**config.mk**
```make
export PLATFORM = sky130hd
export DESIGN_NAME = spi_slave
export DESIGN_NICKNAME = d
export VERILOG_FILES = /design/src/rtl/spi_slave.sv
export SDC_FILE = /design/constraint.sdc
export NUM_CORES = 1
export LEC_CHECK = 0
export BUFFER_PORTS_ARGS = -buffer_cell sky130_fd_sc_hd__buf_4
export CELL_PAD_IN_SITES_DETAIL_PLACEMENT = 0
export CELL_PAD_IN_SITES_GLOBAL_PLACEMENT = 1
export CORE_MARGIN = 5
export CORE_UTILIZATION = 32
export CTS_BUF_LIST = sky130_fd_sc_hd__clkbuf_4 sky130_fd_sc_hd__clkbuf_8
export DETAILED_ROUTE_END_ITERATION = 6
export PLACE_DENSITY = 0.5
export SYNTH_ARGS = -nofsm -noshare
export SYNTH_HDL_FRONTEND = slang
export SYNTH_SLANG_ARGS = --single-unit
export TNS_END_PERCENT = 20
```
**constraint.sdc**
```tcl
create_clock -name clk -period 5.6 [get_ports clk]
set_input_delay 0.84 -clock clk [delete_from_list [all_inputs] [get_ports clk]]
set_output_delay 0.84 -clock clk [all_outputs]
set_load 0.05 [all_outputs]
```
**src/rtl/spi_slave.sv**
```systemverilog
// spi_slave: register-mapped SPI slave with tx/rx FIFOs and 2-flop synchronized SPI inputs.
// Define SPI_SLAVE_ERROR_FLAGS_EN to get sticky rxOverflow/txUnderrun status bits (clear by write-1 at address 2).
`timescale 1ns/1ps
module spi_slave #(
    parameter int DATAWIDTH   = 8,
    parameter int BUFFERDEPTH = 16
) (
    input  logic        clk,
    input  logic        reset,
    input  logic        read,
    input  logic        write,
    input  logic [1:0]  address,
    input  logic [31:0] dataIn,
    output logic        readValid,
    output logic [31:0] dataOut,
    output logic        transmitIrq,
    output logic        receiveIrq,
    input  logic        sclk,
    input  logic        mosi,
    input  logic        ss,
    output logic        miso,
    output logic        misoOe
);
    localparam int AW = (BUFFERDEPTH > 1) ? $clog2(BUFFERDEPTH) : 1;
    localparam int CW = AW + 1;

    typedef enum logic [1:0] {IDLE = 2'd0, LOAD = 2'd1, SHIFT = 2'd2} state_t;

    function automatic logic [AW-1:0] ptr_inc(input logic [AW-1:0] p);
        return (p == AW'(BUFFERDEPTH - 1)) ? '0 : p + 1'b1;
    endfunction

    function automatic logic [DATAWIDTH-1:0] shift_in(input logic [DATAWIDTH-1:0] sr,
                                                      input logic b, input logic lsb);
        logic [DATAWIDTH-1:0] r;
        if (lsb) begin
            r = sr >> 1;
            r[DATAWIDTH-1] = b;
        end else begin
            r = sr << 1;
            r[0] = b;
        end
        return r;
    endfunction

    function automatic logic out_bit(input logic [DATAWIDTH-1:0] sr, input logic lsb);
        return lsb ? sr[0] : sr[DATAWIDTH-1];
    endfunction

    function automatic logic [DATAWIDTH-1:0] advance(input logic [DATAWIDTH-1:0] sr, input logic lsb);
        return lsb ? (sr >> 1) : (sr << 1);
    endfunction

    logic sclk_m, sclk_s, sclk_d, mosi_m, mosi_s, ss_m, ss_s, ss_d;
    state_t state, state_next;
    logic [4:0] cfg;
    logic [2:0] cfg_act, cfg_use;
    logic cpol, cpha, lsb;
    logic rise, fall, lead, trail, sample_edge, shift_edge, ss_fall, last_bit;
    logic do_load, do_sample, do_shift, frame_done;
    logic [5:0] bit_cnt;
    logic [DATAWIDTH-1:0] tx_sr, rx_sr, rx_next, load_word;
    logic miso_bit;

    logic [DATAWIDTH-1:0] tx_mem [BUFFERDEPTH];
    logic [DATAWIDTH-1:0] rx_mem [BUFFERDEPTH];
    logic [AW-1:0] tx_wr, tx_rd, rx_wr, rx_rd;
    logic [CW-1:0] tx_cnt, rx_cnt;
    logic tx_full, tx_empty, rx_full, rx_empty;
    logic tx_push, tx_pop, rx_push, rx_pop, rx_drop;
    logic rx_overflow, tx_underrun, idle;
    logic [31:0] rdata;
    logic unused_din;

    assign unused_din = ^dataIn[31:5];

    // Input synchronizers; sclk_d/ss_d give one more stage for edge detection
    always_ff @(posedge clk) begin
        if (reset) begin
            sclk_m <= 1'b0;
            sclk_s <= 1'b0;
            sclk_d <= 1'b0;
            mosi_m <= 1'b0;
            mosi_s <= 1'b0;
            ss_m   <= 1'b1;
            ss_s   <= 1'b1;
            ss_d   <= 1'b1;
        end else begin
            sclk_m <= sclk;
            sclk_s <= sclk_m;
            sclk_d <= sclk_s;
            mosi_m <= mosi;
            mosi_s <= mosi_m;
            ss_m   <= ss;
            ss_s   <= ss_m;
            ss_d   <= ss_s;
        end
    end

    // Frame-shape bits are frozen while shifting so mid-frame config writes wait for the next LOAD
    assign cfg_use = (state == SHIFT) ? cfg_act : cfg[2:0];
    assign cpol    = cfg_use[0];
    assign cpha    = cfg_use[1];
    assign lsb     = cfg_use[2];

    assign rise        = sclk_s & ~sclk_d;
    assign fall        = ~sclk_s & sclk_d;
    assign lead        = cpol ? fall : rise;
    assign trail       = cpol ? rise : fall;
    assign sample_edge = cpha ? trail : lead;
    assign shift_edge  = cpha ? lead : trail;
    assign ss_fall     = ~ss_s & ss_d;
    assign last_bit    = (bit_cnt == 6'(DATAWIDTH - 1));

    always_ff @(posedge clk) begin
        if (reset) begin
            state <= IDLE;
        end else begin
            state <= state_next;
        end
    end

    always_comb begin
        state_next = state;
        case (state)
            IDLE:    if (ss_fall) state_next = LOAD;
            LOAD:    state_next = SHIFT;
            SHIFT:   if (sample_edge && last_bit) state_next = LOAD;
            default: state_next = IDLE;
        endcase
        if (ss_s) state_next = IDLE;
    end

    // With cpha=0 the first bit is preloaded, so the trailing edge before any sample must not shift
    always_comb begin
        do_load    = 1'b0;
        do_sample  = 1'b0;
        do_shift   = 1'b0;
        frame_done = 1'b0;
        if (!ss_s) begin
            case (state)
                LOAD: do_load = 1'b1;
                SHIFT: begin
                    do_sample  = sample_edge;
                    do_shift   = shift_edge & (cpha | (bit_cnt != 6'd0));
                    frame_done = sample_edge & last_bit;
                end
                default: ;
            endcase
        end
    end

    assign load_word = tx_empty ? '0 : tx_mem[tx_rd];
    assign rx_next   = shift_in(rx_sr, mosi_s, lsb);

    always_ff @(posedge clk) begin
        if (reset) begin
            tx_sr    <= '0;
            rx_sr    <= '0;
            bit_cnt  <= '0;
            miso_bit <= 1'b0;
            cfg_act  <= '0;
        end else begin
            cfg_act <= cfg_use;
            if (ss_s || state == IDLE) begin
                bit_cnt  <= '0;
                miso_bit <= 1'b0;
            end else begin
                if (do_load) begin
                    bit_cnt <= '0;
                    if (cpha) begin
                        tx_sr    <= load_word;
                        miso_bit <= 1'b0;
                    end else begin
                        tx_sr    <= advance(load_word, lsb);
                        miso_bit <= out_bit(load_word, lsb);
                    end
                end
                if (do_shift) begin
                    miso_bit <= out_bit(tx_sr, lsb);
                    tx_sr    <= advance(tx_sr, lsb);
                end
                if (do_sample) begin
                    rx_sr   <= rx_next;
                    bit_cnt <= last_bit ? 6'd0 : bit_cnt + 6'd1;
                end
            end
        end
    end

    assign tx_full  = (tx_cnt == CW'(BUFFERDEPTH));
    assign tx_empty = (tx_cnt == '0);
    assign rx_full  = (rx_cnt == CW'(BUFFERDEPTH));
    assign rx_empty = (rx_cnt == '0);

    assign tx_push = write && (address == 2'd0) && !tx_full;
    assign tx_pop  = do_load && !tx_empty;
    assign rx_pop  = read && (address == 2'd1) && !rx_empty;
    assign rx_push = frame_done && (!rx_full || rx_pop);
    assign rx_drop = frame_done && rx_full && !rx_pop;

    always_ff @(posedge clk) begin
        if (tx_push) tx_mem[tx_wr] <= dataIn[DATAWIDTH-1:0];
        if (rx_push) rx_mem[rx_wr] <= rx_next;
    end

    always_ff @(posedge clk) begin
        if (reset) begin
            tx_wr  <= '0;
            tx_rd  <= '0;
            tx_cnt <= '0;
            rx_wr  <= '0;
            rx_rd  <= '0;
            rx_cnt <= '0;
        end else begin
            if (tx_push) tx_wr <= ptr_inc(tx_wr);
            if (tx_pop)  tx_rd <= ptr_inc(tx_rd);
            case ({tx_push, tx_pop})
                2'b10:   tx_cnt <= tx_cnt + 1'b1;
                2'b01:   tx_cnt <= tx_cnt - 1'b1;
                default: ;
            endcase
            if (rx_push) rx_wr <= ptr_inc(rx_wr);
            if (rx_pop)  rx_rd <= ptr_inc(rx_rd);
            case ({rx_push, rx_pop})
                2'b10:   rx_cnt <= rx_cnt + 1'b1;
                2'b01:   rx_cnt <= rx_cnt - 1'b1;
                default: ;
            endcase
        end
    end

    always_ff @(posedge clk) begin
        if (reset) begin
            cfg <= '0;
        end else if (write && address == 2'd3) begin
            cfg <= dataIn[4:0];
        end
    end

`ifdef SPI_SLAVE_ERROR_FLAGS_EN
    // A new error in the same cycle as a clear wins
    always_ff @(posedge clk) begin
        if (reset) begin
            rx_overflow <= 1'b0;
            tx_underrun <= 1'b0;
        end else begin
            if (write && address == 2'd2) begin
                if (dataIn[3]) rx_overflow <= 1'b0;
                if (dataIn[4]) tx_underrun <= 1'b0;
            end
            if (rx_drop)             rx_overflow <= 1'b1;
            if (do_load && tx_empty) tx_underrun <= 1'b1;
        end
    end
`else
    logic unused_flags;
    assign unused_flags = rx_drop;
    assign rx_overflow  = 1'b0;
    assign tx_underrun  = 1'b0;
`endif

    assign idle = ss_s & tx_empty;

    always_comb begin
        rdata = '0;
        case (address)
            2'd1:    if (!rx_empty) rdata = 32'(rx_mem[rx_rd]);
            2'd2:    rdata = {27'd0, tx_underrun, rx_overflow, idle, !rx_empty, !tx_full};
            2'd3:    rdata = {27'd0, cfg};
            default: ;
        endcase
    end

    always_ff @(posedge clk) begin
        if (reset) begin
            readValid   <= 1'b0;
            dataOut     <= '0;
            transmitIrq <= 1'b0;
            receiveIrq  <= 1'b0;
            misoOe      <= 1'b0;
        end else begin
            readValid   <= read;
            dataOut     <= read ? rdata : 32'd0;
            transmitIrq <= cfg[3] & ~tx_full;
            receiveIrq  <= cfg[4] & ~rx_empty;
            misoOe      <= ~ss_s;
        end
    end

    assign miso = misoOe & miso_bit;

endmodule

```
==> impl_metrics.ini <==
[outcome]
status = finished clean

[sta]
final.min_clock_period_ps = 3160
fin_crit_sh_pct = 56.3
maxSlewHeadroom_pct = 30.6
skew_ps = 33.6
holdWs_ps = 389
setup_viol = 0
setup_tns_ps = 0
rsz0062_at_grt = no
hold_viol = 0
worst_slew_pin_slew_ps = 1040
drv_slew = 0
fmax_ghz = 0.317

[setup_path]
path_class = register to register
crit_path_end_kind = register
cp_max_fo = 8
crit_path_top_delay_cell = nor4b_4
cp_common_cell = a21oi_1
max_stage_delay_ps = 560
r2r_cells = 11
ff2ff_setup_slack_ps = 2440
timing.rr.end = tx_cnt[4]$_SDFFE_PP0P_
worstPathCellList = nor4_1, and2_1, nor4b_4, inv_1, ha_1, fa_1, a21o_1, a21oi_1, xor2_1, or3_1, a21oi_1
required_ps = 6160
arrival_ps = 3710
r2r-start = tx_cnt[0]$_SDFFE_PP0P_
path_delay_family = simple AND/OR/NAND/NOR gates
crit_buf_inv = 1
cp-start-kind = register

[job]
maxCapViolations = 0

[floorplanning]
die_area_um2 = 49200
die_x_um = 222
core_um2 = 44300
die_h_um = 222
rows = 77
pin_count = 78
initial_core_util_pct = 32.4

[route]
num_vias = 7808
first_pass_iters = 5
routed_wl_um = 32800
ant_nets = 0
viasPerCell = 4.77
wl_per_cell_um = 20.0
drt_iter0_markers = 426
drc = 0

[synthesis]
yosysWarnings = 0
synthTopCellsByArea = edfxtp_1, dfxtp_1, mux4_2
yosys.area.top_type = edfxtp_1
synth_edf_count = 256
ys_types = 64
synth.avg_cell_area_um2 = 15.4
synth_top_cell_area_share_pct = 53.5
postSynthCellCount = 934
syn_area_um2 = 14400
ys.flop_type = edfxtp_1
seq_area_frac_synth_pct = 65.7
synthArstFlopShare_pct = 0
ys_ff_latch = 343

[global_route]
grt_use_total_pct = 13.3
grt_pass1_wl_um = 50300
antenna_found_initial = 0
grt_pass1_vias = 8085
grt_max_degree = 66
grt_overflow = 0

[min_path]
whs_endpoint = ss_m$_SDFF_PP1_
min_path_type = primary input to register
hold_path_depth = 2
hp-start = ss

[clock_network]
holdBufCountCts = 0
cts_buffers = 59
cts_tree = done
root_buffer = clkbuf_8
cts_max_level = 2
post_cts_buffers = 0
cts_resized = 0
cts_buffer_depth = 3
cts.clk_slew.worst_paths_ps = 60
cts.sinks = 343
clkLatencyLatePin_ps = 640

[finish]
n_fill_cell = 4280
area_growth_pct = 13.7
fin_nets = 1055
fin_util_pct = 36.9
drive_gt1_share_pct = 23.7
antenna_cells = 0

[place]
gp_congestion = 0.726
hpwlAfterDp_um = 20100
port_buffers = 29

[pwr]
power_density_nw_per_um2 = 319
p_leak_nw = 5.29
vdd_drop_max_v = 0.000201
==> cell families (layout without fill, tap and decap cells) <==
family                     count (synthesis)  count (layout)  synth area share (%)
xor gates and xnor gates                  14              14                 0.854
and+or+nand+nor                          240             240                  8.44
DFF                                      343             343                  65.7
muxes                                    124             124                  14.6
buffers and inverters                     79             167                  3.22
adders and majority gates                 19              19                  1.71
other                                      1              24                0.0261
AOI/OAI and AO/OA                        114             114                  5.44
==> synthesized netlist by cell type, types with 13 or more instances <==
cell type / count
nand2_1: 67
nor2_1: 64
edfxtp_1: 256
ha_1: 18
nor3_1: 20
and2_1: 20
buf_4: 26
mux2_2: 13
a21oi_1: 37
dfxtp_1: 87
clkbuf_1: 17
o21ai_0: 27
mux2i_1: 42
mux4_2: 67
==> registers in the layout, indices dropped and copies added, names as in the netlist, 2 cells and up, named ones only <==
register  count
bit_cnt       6
rx_wr         4
rx_cnt        5
tx_sr         8
cfg           5
tx_rd         4
state         2
cfg_act       3
rx_sr         8
rx_mem      128
dataOut       8
tx_wr         4
rx_rd         4
tx_cnt        5
tx_mem      128
==> report_power, final <==
group	leakage, nW	total, mW	switching (mW)	internal (mW)
Clock	0.655	2.35	1.06	1.29
Combinational	1.60	0.125	0.0969	0.0281
Sequential	3.03	2.73	0.00676	2.72
==> worst max path at each step <==
| stage | startpoint | to | cells after the start |
|---|---|---|---|
| 2_1_floorplan | address[1] | tx_cnt[4]$_SDFFE_PP0P_ | 10 |
| 3_3_place_gp | address[1] | tx_cnt[4]$_SDFFE_PP0P_ | 10 |
| 3_5_place_dp | address[1] | tx_cnt[4]$_SDFFE_PP0P_ | 10 |
| 4_1_cts | tx_cnt[0]$_SDFFE_PP0P_ | tx_cnt[4]$_SDFFE_PP0P_ | 11 |
| 5_1_grt | tx_cnt[0]$_SDFFE_PP0P_ | tx_cnt[4]$_SDFFE_PP0P_ | 11 |
| 6_report | tx_cnt[0]$_SDFFE_PP0P_ | tx_cnt[4]$_SDFFE_PP0P_ | 11 |
==> stage by stage <==
stage	cells	worst slack, ps	cell area (um^2)	power, mW
2_1_floorplan	957	2450	14400	2.88
3_3_place_gp	1526	2140	15100	2.91
3_5_place_dp	1526	2160	15100	2.91
4_1_cts	1637	2390	16300	5.30
5_1_grt	1637	2150	16300	5.43
6_report	1637	2440	16300	5.20
==> metal layers <==
metal | vias to the layer above | global-route usage [%] | share of wire (%)
li1 | 3677 | - | -
met1 | 3930 | 18.6 | 48
met2 | 139 | 20.7 | 46
met3 | 62 | 2.58 | 3.5
met4 | 0 | 4.45 | 2.5
met5 | - | 0 | 0
==> cell usage in the layout, fill, tap and decap left out, drive strengths merged, types with 3 or more instances in the layout <==
cell type / n
and2: 20
nand4: 3
bufinv: 3
conb: 24
nand2b: 11
o21ai: 29
buf: 44
mux2i: 44
a211oi: 8
nor2b: 12
or4: 3
or3: 5
xnor2: 4
or2: 5
a21oi: 37
nor3: 23
edfxtp: 256
clkinv: 27
nand2: 67
clkbuf: 77
o22ai: 6
xor2: 10
a2111oi: 11
dfxtp: 87
a22oi: 3
nor4: 3
nor2: 65
o211ai: 3
nand3: 11
mux4: 67
inv: 14
a31oi: 4
ha: 18
mux2: 13
nor3b: 6
a21o: 3
==> final cells by class <==
class	count	area, um^2	share of cell area [%]
clock buffer	77	985	6.03
inverter	12	45.0	0.276
sequential	343	9430	57.7
tap	592	741	4.53
timing repair buffer	44	330	2.02
clock inverter	34	248	1.52
multi-input combinational	535	4550	27.9
(Power assumes the default switching activity.)
